==> src/rtl/pbs_ctrl.sv <==
// Turn-sequencing controller for the battle datapath: player half-turn, then AI half-turn,
// with an HP check after each half and a latched game-over state.
module pbs_ctrl #(
  parameter int SETTLE_CYCLES = 2,
  parameter int TURN_W        = 8
) (
  input  logic              clk,
  input  logic              rst,
  input  logic              start,
  input  logic [1:0]        move_in,
  input  logic              move_valid,
  output logic              move_ready,
  input  logic [3:0]        p_hp,
  input  logic [3:0]        AI_hp,
  output logic              target,
  output logic [1:0]        p_move,
  output logic              actr,
  output logic              calc_dmg,
  output logic              app_dmg,
  output logic [TURN_W-1:0] turn_cnt,
  output logic              game_over,
  output logic              winner
);

  localparam int                CNT_W       = (SETTLE_CYCLES > 1) ? $clog2(SETTLE_CYCLES) : 1;
  localparam logic [CNT_W-1:0]  SETTLE_LAST = CNT_W'(SETTLE_CYCLES - 1);
  localparam logic [CNT_W-1:0]  CNT_ONE     = CNT_W'(1'b1);
  localparam logic [TURN_W-1:0] TURN_MAX    = {TURN_W{1'b1}};
  localparam logic [TURN_W-1:0] TURN_ONE    = TURN_W'(1'b1);

  typedef enum logic [3:0] {
    IDLE      = 4'd0,
    WAIT_MOVE = 4'd1,
    P_SEL     = 4'd2,
    P_CALC    = 4'd3,
    P_APPLY   = 4'd4,
    P_SETTLE  = 4'd5,
    AI_SEL    = 4'd6,
    AI_CALC   = 4'd7,
    AI_APPLY  = 4'd8,
    AI_SETTLE = 4'd9,
    OVER      = 4'd10
  } state_t;

  state_t           state_r;
  state_t           state_s;
  logic [CNT_W-1:0] settle_cnt_r;
  logic             settle_done_s;
  logic             in_settle_s;
  logic             take_move_s;
  logic             player_win_s;
  logic             ai_win_s;
  logic             turn_inc_s;

  // Next-state decode plus the one-cycle event flags derived from it.
  always_comb begin
    state_s       = state_r;
    settle_done_s = (settle_cnt_r == SETTLE_LAST);
    in_settle_s   = 1'b0;
    take_move_s   = 1'b0;
    player_win_s  = 1'b0;
    ai_win_s      = 1'b0;
    turn_inc_s    = 1'b0;
    case (state_r)
      IDLE: begin
        if (start) state_s = WAIT_MOVE;
        else       state_s = IDLE;
      end
      WAIT_MOVE: begin
        if (move_valid && move_ready) begin
          take_move_s = 1'b1;
          state_s     = P_SEL;
        end else begin
          state_s = WAIT_MOVE;
        end
      end
      P_SEL:   state_s = P_CALC;
      P_CALC:  state_s = P_APPLY;
      P_APPLY: state_s = P_SETTLE;
      P_SETTLE: begin
        in_settle_s = 1'b1;
        // Only the half-turn's own victim is checked, so a double KO favours the mover.
        if (settle_done_s) begin
          if (AI_hp == 4'd0) begin
            player_win_s = 1'b1;
            state_s      = OVER;
          end else begin
            state_s = AI_SEL;
          end
        end else begin
          state_s = P_SETTLE;
        end
      end
      AI_SEL:   state_s = AI_CALC;
      AI_CALC:  state_s = AI_APPLY;
      AI_APPLY: state_s = AI_SETTLE;
      AI_SETTLE: begin
        in_settle_s = 1'b1;
        if (settle_done_s) begin
          if (p_hp == 4'd0) begin
            ai_win_s = 1'b1;
            state_s  = OVER;
          end else begin
            turn_inc_s = 1'b1;
            state_s    = WAIT_MOVE;
          end
        end else begin
          state_s = AI_SETTLE;
        end
      end
      OVER:    state_s = OVER;
      default: state_s = IDLE;
    endcase
  end

  // State register and settle-window counter.
  always_ff @(posedge clk) begin
    if (rst) begin
      state_r      <= IDLE;
      settle_cnt_r <= {CNT_W{1'b0}};
    end else begin
      state_r <= state_s;
      if (in_settle_s && !settle_done_s) settle_cnt_r <= settle_cnt_r + CNT_ONE;
      else                               settle_cnt_r <= {CNT_W{1'b0}};
    end
  end

  // Output registers decoded from the next state so they line up with the state register.
  always_ff @(posedge clk) begin
    if (rst) begin
      move_ready <= 1'b0;
      target     <= 1'b0;
      p_move     <= 2'b00;
      actr       <= 1'b0;
      calc_dmg   <= 1'b0;
      app_dmg    <= 1'b0;
      turn_cnt   <= {TURN_W{1'b0}};
      game_over  <= 1'b0;
      winner     <= 1'b0;
    end else begin
      move_ready <= (state_s == WAIT_MOVE);
      calc_dmg   <= (state_s == P_CALC)  || (state_s == AI_CALC);
      app_dmg    <= (state_s == P_APPLY) || (state_s == AI_APPLY);
      game_over  <= (state_s == OVER);
      // target is frozen for a whole half-turn because the datapath writes through it every clock.
      if ((state_s == P_SEL) || (state_s == P_CALC) || (state_s == P_APPLY) || (state_s == P_SETTLE))
        target <= 1'b1;
      else if ((state_s == AI_SEL) || (state_s == AI_CALC) || (state_s == AI_APPLY) || (state_s == AI_SETTLE))
        target <= 1'b0;
      else
        target <= target;
      if (state_s == P_SEL)       actr <= 1'b0;
      else if (state_s == AI_SEL) actr <= 1'b1;
      else                        actr <= actr;
      if (take_move_s) p_move <= move_in;
      else             p_move <= p_move;
      if (turn_inc_s && (turn_cnt != TURN_MAX)) turn_cnt <= turn_cnt + TURN_ONE;
      else                                      turn_cnt <= turn_cnt;
      if (player_win_s)  winner <= 1'b1;
      else if (ai_win_s) winner <= 1'b0;
      else               winner <= winner;
    end
  end

endmodule

==> config.mk <==
export PLATFORM = sky130hd
export DESIGN_NAME = pbs_ctrl
export DESIGN_NICKNAME = d
export VERILOG_FILES = /design/src/rtl/pbs_ctrl.sv
export SDC_FILE = /design/constraint.sdc
export NUM_CORES = 1
export LEC_CHECK = 0
export CAP_MARGIN = 0
export CORE_AREA = 2 2 53 55
export DETAILED_ROUTE_END_ITERATION = 16
export DIE_AREA = 0 0 55 57
export HOLD_SLACK_MARGIN = 0.15
export PLACE_DENSITY = 0.8
export SLEW_MARGIN = 10
export SYNTH_ARGS = -nofsm -noshare
export SYNTH_HDL_FRONTEND = slang
export SYNTH_SLANG_ARGS = --single-unit
==> constraint.sdc <==
create_clock -name clk -period 4.95 [get_ports clk]
set_clock_uncertainty 0.05 [all_clocks]
set_input_delay 1.2375 -clock clk [delete_from_list [all_inputs] [get_ports clk]]
set_output_delay 1.2375 -clock clk [all_outputs]
set_load 0.1 [all_outputs]
==> impl_metrics.sql, run 1 <==
INSERT INTO impl_metrics (metric_group, metric, value, unit) VALUES
('outcome', 'status', 'finished clean', ''),
('pwr', 'vdd_drop_max', '0.000226', 'V'),
('sta', 'timing.final.crit_period', '3.22', 'ns'),
('logic_synthesis', 'synth_cell_type_count', '41', ''),
('critical_path', 'critical_path_cell_count', '1', ''),
('sta', 'slew-limit-headroom', '32.9', '%'),
('global_routing', 'grt_remaining_overflow', '0', ''),
('critical_path', 'worst_path_dominant_cell_family', 'buffers and inverters', ''),
('sta', 'timing_hold_violations_final', '0', ''),
('cells_and_area', 'post_route_cells_drive_above_1_share', '9.40', '%'),
('critical_path', 'worstReg2RegEnd', 'turn_cnt[3]', ''),
('logic_synthesis', 'synthMuxAreaShare', '3.70', '%'),
('clock_tree', 'post_cts_setup_buffers', '0', ''),
('placement', 'placed_cells_incl_taps', '176', ''),
('cells_and_area', 'diodes', '0', ''),
('floorplanning', 'initial_utilization', '41.4', '%'),
('sta', 'fmax', '311', 'MHz'),
('critical_path', 'r2r_cells', '4', ''),
('logic_synthesis', 'synth-main-ff-cell', 'dfxtp_1', ''),
('clock_tree', 'cts_max_level', '1', ''),
('logic_synthesis', 'syn_std_cell_area', '1080', 'µm²'),
('logic_synthesis', 'synth_compound_gate_area_share', '14.9', '%'),
('critical_path', 'worst_ep_required_time', '3.66', 'ns'),
('critical_path', 'regToRegSetupSlack', '3.08', 'ns'),
('logic_synthesis', 'seq_area_frac_synth', '40.6', '%'),
('clock_tree', 'clk_pin_slew', '0.12', 'ns'),
('worst_hold_path', 'timing.hold.worst.class', 'reg -> reg', ''),
('clock_tree', 'insertion_delay', '0.30', 'ns'),
('floorplanning', 'total_die_area', '3140', 'µm²'),
('logic_synthesis', 'synth.ff_latch_count', '22', ''),
('clock_tree', 'clkSinkCount', '22', ''),
('clock_tree', 'maximum_clock_path_buffer_count', '2', ''),
('detailed_routing', 'detail_route.first_pass.iterations', '4', ''),
('logic_synthesis', 'yosys.area_share.adder', '1.15', '%'),
('logic_synthesis', 'yosys.cell_count.top_type', 'dfxtp_1', ''),
('global_routing', 'grt_max_degree', '21', ''),
('critical_path', 'cp_max_fo', '7', ''),
('sta', 'transition_at_the_pin_with_the_smallest_max_transition_slack', '1.00', 'ns'),
('sta', 'min_period_over_period', '65.0', '%'),
('detailed_routing', 'drt-initial-drc-count', '19', ''),
('cells_and_area', 'multi_input_area', '576', 'µm²'),
('detailed_routing', 'drc', '0', ''),
('clock_tree', 'post_cts_resized', '0', ''),
('logic_synthesis', 'yosysWarningCount', '0', ''),
('job', 'cap_violations', '0', ''),
('global_routing', 'track_usage', '18.2', '%'),
('logic_synthesis', 'dominant_combinational_cell_family_by_area_after_synthesis', 'simple AND/OR/NAND/NOR gates', ''),
('sta', 'rsz0062_at_grt', 'false', ''),
('sta', 'setup_total_negative_slack', '0', 'ns'),
('cells_and_area', 'finish.net_count', '165', ''),
('critical_path', 'critical_path_class', 'reg -> out', ''),
('cells_and_area', 'stdcell_count', '180', ''),
('critical_path', 'timing.critical_path.slowest_stage_cell', 'clkdlybuf4s50_1', ''),
('floorplanning', 'die_height', '57', 'µm'),
('placement', 'port_buffers', '30', ''),
('logic_synthesis', 'number_of_enable_type_register_cells_in_the_synthesized_netlist', '0', ''),
('logic_synthesis', 'synth_top_area_share', '40.6', '%'),
('critical_path', 'cp-start-kind', 'flop', ''),
('clock_tree', 'clock_tree.root_cell', 'clkbuf_4', ''),
('logic_synthesis', 'synth_xor_xnor_area_share', '4.04', '%'),
('pwr', 'design_power_total', '0.425', 'mW'),
('critical_path', 'timing.critical_path.slowest_cell_delay', '1.17', 'ns'),
('logic_synthesis', 'synthTopCellsByCount', '22 x dfxtp_1, 20 x nor2_1, 7 x nor3_1, 6 x inv_1, 5 x nand3_1', ''),
('cells_and_area', 'flow.area_growth_from_synthesis', '32.0', '%'),
('worst_hold_path', 'hp-start', 'actr', ''),
('floorplanning', 'core_area', '2620', 'µm²'),
('worst_hold_path', 'holdPathEnd', 'actr', ''),
('clock_tree', 'tritoncts.num_buffers', '3', ''),
('cells_and_area', 'seq_area', '440', 'µm²'),
('logic_synthesis', 'post_syn_area_per_cell', '8.88', 'µm²'),
('placement', 'gp_routability_congestion', '0.858', '');
## registers in the layout (all words and copies together), names as in the netlist
signal	cells
actr	1
app_dmg	1
calc_dmg	1
game_over	1
move_ready	1
p_move	2
settle_cnt_r	1
state_r	4
target	1
turn_cnt	8
winner	1
## cell families (layout without fill, tap and decap cells)
logic type                 count (synthesis)  count (layout)
AOI/OAI and AO/OA                         20              20
and+or+nand+nor                           57              57
buffers and inverters                     13              40
DFF                                       22              22
muxes                                      4               4
adders and majority gates                  1               1
xor gates and xnor gates                   5               5
## metrics by stage
step | worst slack (ns) | hold WS [ns] | utilization [%]
after floorplan | 2.33 | 0.555 | -
after global placement | 1.81 | 0.403 | 52.7
after detailed placement | 1.78 | 0.415 | 52.7
after CTS | 1.73 | 0.446 | 54.7
after global routing | 1.69 | 0.474 | 54.7
final | 1.73 | 0.439 | 54.7
## cell usage in the layout, fill, tap and decap left out, types with 2 or more instances in the layout
cell	count
xnor2_1	4
inv_1	6
and2_1	2
clkdlybuf4s50_1	30
a311oi_1	3
nor2_1	20
or3_1	3
dfxtp_1	22
a21oi_1	3
nor3b_1	3
nand2b_1	2
mux2i_1	4
clkbuf_4	3
nor3_1	7
nand2_1	3
nor2b_1	2
and3_1	2
o21ai_0	4
nand3_1	5
## per-layer routing
layer  global-route usage, %  share of wire (%)  up-vias
li1                        -                  -      489
met1                    24.5                 45      474
met2                    29.8                 48       30
met3                    2.88                5.2        4
met4                    5.23                1.3        0
met5                       0                  0        -
## area by class of cell
class	count	area share [%]
Tap cell	31	2.71
Clock buffer	3	1.57
Inverter	6	1.57
Timing Repair Buffer	30	21.0
Multi-Input combinational cell	87	40.2
Clock inverter	1	2.10
Sequential cell	22	30.8
## where the power goes
part	internal (mW)	switching, mW
Sequential	0.185	0.0102
Clock	0.0818	0.0527
Combinational	0.0355	0.0603
Total	0.302	0.123
## worst max path at each step
stage	start	end	slack [ns]
global route	turn_cnt[3]	turn_cnt[3]	1.69
CTS	turn_cnt[3]	turn_cnt[3]	1.73
global placement	AI_hp[1]	target	1.81
detailed placement	p_hp[1]	calc_dmg	1.78
floorplan	p_hp[1]	target	2.33
finish	turn_cnt[3]	turn_cnt[3]	1.73
(Power assumes the default switching activity.)
==> run 2, diff against run 1 <==
--- a/config.mk
+++ b/config.mk
@@ -6,9 +6,9 @@
 export NUM_CORES = 1
 export LEC_CHECK = 0
 export CAP_MARGIN = 0
-export CORE_AREA = 2 2 53 55
+export CORE_AREA = 2 2 54 56
 export DETAILED_ROUTE_END_ITERATION = 16
-export DIE_AREA = 0 0 55 57
+export DIE_AREA = 0 0 56 58
 export HOLD_SLACK_MARGIN = 0.15
 export PLACE_DENSITY = 0.8
 export SLEW_MARGIN = 10
==> constraint.sdc (replaced) <==
create_clock -name clk -period 2.7 [get_ports clk]
set_clock_uncertainty 0.05 [all_clocks]
set_input_delay 0.675 -clock clk [delete_from_list [all_inputs] [get_ports clk]]
set_output_delay 0.675 -clock clk [all_outputs]
set_load 0.1 [all_outputs]
==> impl_metrics.sql, run 2 (synthesized netlist as in run 1, its figures left out) <==
INSERT INTO impl_metrics (metric_group, metric, value, unit) VALUES
('outcome', 'status', 'finished clean', ''),
('floorplanning', 'ios', '31', ''),
('clock_tree', 'clkSinkCount', '22', ''),
('critical_path', 'cp-start-kind', 'primary input', ''),
('pwr', 'clockPowerShare', '25.2', '%'),
('cells_and_area', 'largest_register_ff_count', '8', ''),
('critical_path', 'cp_data_arrival_time', '2.40', 'ns'),
('sta', 'fmax', '445', 'MHz'),
('floorplanning', 'die-width', '56', 'µm'),
('sta', 'finalMaxSlewViolations', '0', ''),
('cells_and_area', 'postLayoutCellArea', '1380', 'µm²'),
('sta', 'timing.final.crit_period', '2.25', 'ns'),
('placement', 'place_area', '1340', 'µm²'),
('detailed_routing', 'drt-initial-drc-count', '10', ''),
('clock_tree', 'cts_tree', 'yes', ''),
('pwr', 'vdd_drop_max', '0.000334', 'V'),
('detailed_routing', 'wl_per_cell', '12.2', 'µm'),
('sta', 'setup_total_negative_slack', '0', 'ns'),
('placement', 'gp_routability_congestion', '0.958', ''),
('critical_path', 'critical_path_cell_by_cell', 'clkdlybuf4s50_1 -> or4_4 -> a311oi_2 -> a311oi_1 -> mux2i_1 -> nor4_2', ''),
('pwr', 'power_per_standard_cell_area', '514', 'nW/µm²'),
('cells_and_area', 'fillcell_total', '265', ''),
('critical_path', 'cp_max_fo', '5', ''),
('global_routing', 'groute.layer.met3.usage', '2.46', '%'),
('cells_and_area', 'post_route_cells_drive_above_1_share', '21.3', '%'),
('clock_tree', 'maximum_clock_path_buffer_count', '2', ''),
('cells_and_area', 'flow.area_growth_from_synthesis', '27.3', '%'),
('clock_tree', 'clock_tree.root_cell', 'clkbuf_4', ''),
('pwr', 'power.share.combinational', '24.3', '%'),
('detailed_routing', 'antenna_violating_nets_remaining', '0', ''),
('critical_path', 'crit_buf_inv', '1', ''),
('floorplanning', 'die_height', '58', 'µm'),
('cells_and_area', 'seq_area', '440', 'µm²'),
('cells_and_area', 'diodes', '0', ''),
('critical_path', 'critPathCaptureType', 'flop', ''),
('floorplanning', 'cell_rows', '19', ''),
('floorplanning', 'total_die_area', '3250', 'µm²'),
('global_routing', 'track_usage', '14.1', '%'),
('clock_tree', 'tritoncts.num_buffers', '3', ''),
('cells_and_area', 'mostFrequentLayoutCell', 'dfxtp_1', ''),
('sta', 'report.final.setup_viol', '0', ''),
('critical_path', 'critical_path_class', 'in -> reg', ''),
('global_routing', 'grt_remaining_overflow', '0', ''),
('worst_hold_path', 'timing.hold.worst.class', 'reg -> reg', ''),
('pwr', 'netSwitchingFraction', '31.8', '%'),
('clock_tree', 'clk_pin_slew', '0.12', 'ns'),
('critical_path', 'worst_path_dominant_cell_family', 'simple AND/OR/NAND/NOR gates', ''),
('pwr', 'cellLeakagePower', '0.514', 'nW'),
('cells_and_area', 'finish.net_count', '166', ''),
('cells_and_area', 'largest_registers', 'turn_cnt (8), state_r (4), p_move (2)', ''),
('detailed_routing', 'routed_wl', '2.21', 'mm'),
('cells_and_area', 'regMostFlops', 'turn_cnt', ''),
('global_routing', 'grt_max_degree', '15', ''),
('global_routing', 'grtUsageMet1', '18.4', '%'),
('pwr', 'p_int', '0.484', 'mW'),
('sta', 'slew-limit-headroom', '61.1', '%'),
('clock_tree', 'hold_buffers', '0', ''),
('critical_path', 'worst_ep_required_time', '2.85', 'ns'),
('sta', 'min_period_over_period', '83.2', '%'),
('clock_tree', 'cts_max_level', '1', ''),
('job', 'cap_violations', '0', ''),
('sta', 'rsz0062_at_grt', 'false', ''),
('floorplanning', 'initial_utilization', '40.7', '%'),
('detailed_routing', 'drt-vias-per-instance', '5.27', ''),
('floorplanning', 'core_area', '2660', 'µm²'),
('placement', 'place.detailed.hpwl', '1.68', 'mm'),
('sta', 'timing_hold_violations_final', '0', ''),
('sta', 'transition_at_the_pin_with_the_smallest_max_transition_slack', '0.579', 'ns'),
('critical_path', 'timing.critical_path.slowest_stage_cell', 'or4_4', ''),
('clock_tree', 'post_cts_resized', '0', ''),
('pwr', 'design_power_total', '0.709', 'mW'),
('critical_path', 'timing.critical_path.slowest_cell_delay', '0.58', 'ns'),
('cells_and_area', 'multi_input_area', '576', 'µm²'),
('placement', 'port_buffers', '30', ''),
('global_routing', 'grt_use_met2', '22.2', '%'),
('pwr', 'power.sequential.fraction', '50.4', '%'),
('clock_tree', 'insertion_delay', '0.30', 'ns'),
('global_routing', 'wire_length_of_the_first_global_routing_pass', '3.66', 'mm'),
('detailed_routing', 'drc', '0', ''),
('clock_tree', 'post_cts_setup_buffers', '0', ''),
('cells_and_area', 'most-common-layout-cells', '22 x dfxtp_1, 20 x nor2_1, 18 x buf_4, 13 x clkdlybuf4s50_1, 7 x nor3_1', ''),
('pwr', 'netSwitchingPower', '0.225', 'mW'),
('global_routing', 'gr-max-usage-layer', 'met2', ''),
('global_routing', 'grt_antenna_before_repair', '0', ''),
('detailed_routing', 'vias', '953', ''),
('detailed_routing', 'detail_route.first_pass.iterations', '4', ''),
('global_routing', 'grt_pass1_vias', '832', '');
[run 2: cell type report]
cell class	instances	area share, %
clock buffers	4	2.63
repair buffers	31	19.2
inverters	6	1.63
well taps	31	2.81
multi-input cells	87	41.7
flip-flops and latches	22	31.9
[run 2: path summary, 6_finish.rpt]
check	cells after the start	slack, ns	startpoint	to
setup / recovery	6	0.45	p_hp[1]	target
hold / removal	1	0.43	actr	actr
setup reg to reg	5	0.86	state_r[2]	actr
hold reg to reg	1	0.43	actr	actr
[run 2: per-stage QoR]
| stage | hold WS [ns] | utilization (%) | worst slack [ns] | cells |
|---|---|---|---|---|
| 3_5_place_dp | 0.406 | 50.4 | 0.111 | 177 |
| 3_3_place_gp | 0.403 | 50.4 | 0.182 | 177 |
| 2_1_floorplan | 0.555 | - | 0.446 | 122 |
| 5_1_grt | 0.442 | 51.8 | 0.394 | 181 |
| 4_1_cts | 0.434 | 51.8 | 0.455 | 181 |
| 6_report | 0.432 | 51.8 | 0.453 | 181 |
[run 2: worst reg2reg max path: stages (launching register included)]
cell and delay [ns]:
dfxtp_1 0.53, nand2b_1 0.24, o21ai_2 0.09, a311oi_1 0.54
nor3_1 0.12, o21a_1 0.19
[run 2: power groups by stage]
stage	registers, mW	clock network (mW)	logic, mW
floorplan	0.419	0	0.0782
global placement	0.364	0	0.170
detailed placement	0.365	0	0.173
CTS	0.357	0.186	0.173
global route	0.361	0.195	0.182
finish	0.357	0.179	0.172
[run 2: routing by layer]
metal  routed length, µm  vias up
met3                  94        6
met2                1050       24
met5                   0        -
met4                  46        0
li1                    -      492
met1                1020      431
==> run 3, diff against run 2 <==
--- a/config.mk
+++ b/config.mk
@@ -6,9 +6,9 @@
 export NUM_CORES = 1
 export LEC_CHECK = 0
 export CAP_MARGIN = 0
-export CORE_AREA = 2 2 54 56
+export CORE_AREA = 2 2 53 55
 export DETAILED_ROUTE_END_ITERATION = 16
-export DIE_AREA = 0 0 56 58
+export DIE_AREA = 0 0 55 57
 export HOLD_SLACK_MARGIN = 0.15
 export PLACE_DENSITY = 0.8
 export SLEW_MARGIN = 10
==> constraint.sdc (replaced) <==
create_clock -name clk -period 2.1 [get_ports clk]
set_clock_uncertainty 0.05 [all_clocks]
set_input_delay 0.525 -clock clk [delete_from_list [all_inputs] [get_ports clk]]
set_output_delay 0.525 -clock clk [all_outputs]
set_load 0.1 [all_outputs]
==> impl_metrics.sql, run 3 (synthesized netlist as in run 1, its figures left out) <==
INSERT INTO impl_metrics (metric_group, metric, value, unit) VALUES
('detailed_routing', 'drc', '0', ''),
('critical_path', 'r2r_cells', '5', ''),
('placement', 'port_buffers', '30', ''),
('pwr', 'design_power_total', '1.03', 'mW'),
('critical_path', 'crit_buf_inv', '1', ''),
('critical_path', 'critPathCaptureType', 'flop', ''),
('sta', 'finalMaxSlewViolations', '0', ''),
('pwr', 'clockPowerShare', '31.3', '%'),
('sta', 'transition_at_the_pin_with_the_smallest_max_transition_slack', '0.411', 'ns'),
('critical_path', 'worst_r2r_startpoint', 'state_r[2]', ''),
('detailed_routing', 'detail_route.first_pass.iterations', '4', ''),
('detailed_routing', 'vias', '1006', ''),
('sta', 'timing.final.crit_period', '2.09', 'ns'),
('cells_and_area', 'flow.area_growth_from_synthesis', '42.6', '%'),
('floorplanning', 'die-width', '55', 'µm'),
('clock_tree', 'maximum_clock_path_buffer_count', '2', ''),
('critical_path', 'worstReg2RegEnd', 'target', ''),
('pwr', 'p_int', '0.728', 'mW'),
('floorplanning', 'total_die_area', '3140', 'µm²'),
('pwr', 'netSwitchingFraction', '29.4', '%'),
('floorplanning', 'initial_utilization', '41.4', '%'),
('sta', 'report.final.setup_viol', '0', ''),
('cells_and_area', 'mostFrequentLayoutCell', 'nor2_1', ''),
('critical_path', 'critical_path.endpoint', 'target', ''),
('clock_tree', 'clock_tree.root_cell', 'clkbuf_4', ''),
('critical_path', 'regToRegSetupSlack', '0.31', 'ns'),
('critical_path', 'timing.critical_path.slowest_cell_delay', '0.57', 'ns'),
('clock_tree', 'clkSinkCount', '22', ''),
('detailed_routing', 'routed_wl', '2.46', 'mm'),
('global_routing', 'grt_remaining_overflow', '0', ''),
('global_routing', 'grt_max_degree', '14', ''),
('sta', 'slew-limit-headroom', '72.6', '%'),
('global_routing', 'track_usage', '16.9', '%'),
('detailed_routing', 'antenna_violating_nets_remaining', '0', ''),
('clock_tree', 'clk_pin_slew', '0.12', 'ns'),
('detailed_routing', 'drt-initial-drc-count', '19', ''),
('clock_tree', 'insertion_delay', '0.31', 'ns'),
('clock_tree', 'hold_buffers', '0', ''),
('clock_tree', 'post_cts_resized', '0', ''),
('pwr', 'vdd_drop_max', '0.000493', 'V'),
('sta', 'timing_hold_violations_final', '0', ''),
('critical_path', 'cp_max_fo', '5', ''),
('cells_and_area', 'finish.net_count', '172', ''),
('cells_and_area', 'largest_register_ff_count', '8', ''),
('pwr', 'netSwitchingPower', '0.303', 'mW'),
('global_routing', 'wire_length_of_the_first_global_routing_pass', '3.93', 'mm'),
('floorplanning', 'core_area', '2620', 'µm²'),
('floorplanning', 'die_height', '57', 'µm'),
('critical_path', 'critical_path_cell_count', '6', ''),
('sta', 'rsz0062_at_grt', 'true', ''),
('worst_hold_path', 'timing.hold.worst.class', 'reg -> reg', ''),
('cells_and_area', 'regMostFlops', 'turn_cnt', ''),
('critical_path', 'cp_data_arrival_time', '2.24', 'ns'),
('floorplanning', 'cell_rows', '19', ''),
('cells_and_area', 'largest_registers', 'turn_cnt (8), state_r (4), p_move (2)', ''),
('pwr', 'power_per_standard_cell_area', '667', 'nW/µm²'),
('critical_path', 'timing.critical_path.slowest_stage_cell', 'or4_4', ''),
('cells_and_area', 'most-common-layout-cells', '20 x nor2_1, 18 x buf_4, 17 x dfxtp_1, 13 x clkdlybuf4s50_1, 7 x nor3_1', ''),
('pwr', 'power.share.combinational', '23.8', '%'),
('clock_tree', 'cts_max_level', '1', ''),
('sta', 'min_period_over_period', '99.5', '%'),
('critical_path', 'worst_path_dominant_cell_family', 'simple AND/OR/NAND/NOR gates', ''),
('clock_tree', 'post_cts_setup_buffers', '0', ''),
('placement', 'place_ws', '-0.314', 'ns'),
('clock_tree', 'tritoncts.num_buffers', '3', ''),
('placement', 'gp_routability_congestion', '0.933', ''),
('detailed_routing', 'drt-vias-per-instance', '5.38', ''),
('pwr', 'cellLeakagePower', '0.571', 'nW'),
('clock_tree', 'cts_tree', 'yes', ''),
('job', 'cap_violations', '0', ''),
('detailed_routing', 'wl_per_cell', '13.1', 'µm'),
('sta', 'fmax', '478', 'MHz'),
('floorplanning', 'ios', '31', ''),
('placement', 'place.detailed.hpwl', '1.81', 'mm'),
('outcome', 'status', 'finished clean', ''),
('critical_path', 'cp-start-kind', 'primary input', ''),
('critical_path', 'critical_path_class', 'in -> reg', ''),
('sta', 'setup_ws', '0.00993', 'ns'),
('global_routing', 'grt_antenna_before_repair', '0', ''),
('critical_path', 'critical_path_cell_by_cell', 'clkdlybuf4s50_1 -> or4_4 -> a311oi_2 -> a311oi_2 -> mux2i_1 -> nor4_2', ''),
('critical_path', 'crit_start', 'p_hp[1]', ''),
('cells_and_area', 'post_route_cells_drive_above_1_share', '28.8', '%'),
('global_routing', 'grt_pass1_vias', '910', ''),
('pwr', 'power.sequential.fraction', '44.8', '%'),
('critical_path', 'worst_ep_required_time', '2.25', 'ns'),
('cells_and_area', 'diodes', '0', ''),
('critical_path', 'cell_repeated_most_along_the_worst_path', 'a311oi_2', '');
[run 3: layer usage]
metal	vias to the layer above	GRT usage (%)	share of wire, %
li1	499	-	-
met1	475	22.4	43
met2	28	27.2	51
met3	4	2.09	4.6
met4	0	7.32	1.3
met5	-	0	0
[run 3: per-stage QoR]
step	hold WS [ns]	setup TNS, ns	cells	instance area, µm²	util (%)
2_1_floorplan	0.555	0	122	1090	-
3_3_place_gp	0.411	-3.33	183	1470	56.2
4_1_cts	0.444	0	187	1520	58.2
6_report	0.442	0	187	1550	59.1
5_1_grt	0.475	-0.0638	187	1550	59.1
3_5_place_dp	0.411	-3.75	183	1470	56.2
[run 3: how the worst min path moves through the flow]
stage                     from      endpoint  slack (ns)  cells past startpoint
floorplan           state_r[1]  settle_cnt_r        0.55                      3
finish                    actr          actr        0.44                      1
detailed placement        actr          actr        0.41                      1
global placement          actr          actr        0.41                      1
CTS                       actr          actr        0.44                      1
global route              actr          actr        0.48                      1
[run 3: power by group through the flow]
stage / Clock, mW / Sequential (mW) / Combinational [mW]
2_1_floorplan: 0 / 0.538 / 0.100
3_3_place_gp: 0 / 0.470 / 0.238
3_5_place_dp: 0 / 0.471 / 0.242
4_1_cts: 0.325 / 0.461 / 0.243
5_1_grt: 0.340 / 0.466 / 0.260
6_report: 0.323 / 0.462 / 0.246
[run 3: layout make-up]
cell class	count	area [µm²]
clock inverters	1	30.0
inverters	6	22.5
well taps	31	38.8
fillers	230	1070
multi-input cells	87	599
repair buffers	37	385
clock buffers	3	22.5
flip-flops and latches	22	447
[run 3: worst register-to-register path: stages, from the launching register on]
cell	delay, ns
dfxtp_1	0.54
nand2b_1	0.23
o21ai_2	0.10
a311o_2	0.43
nor3b_1	0.25
nor4_2	0.08
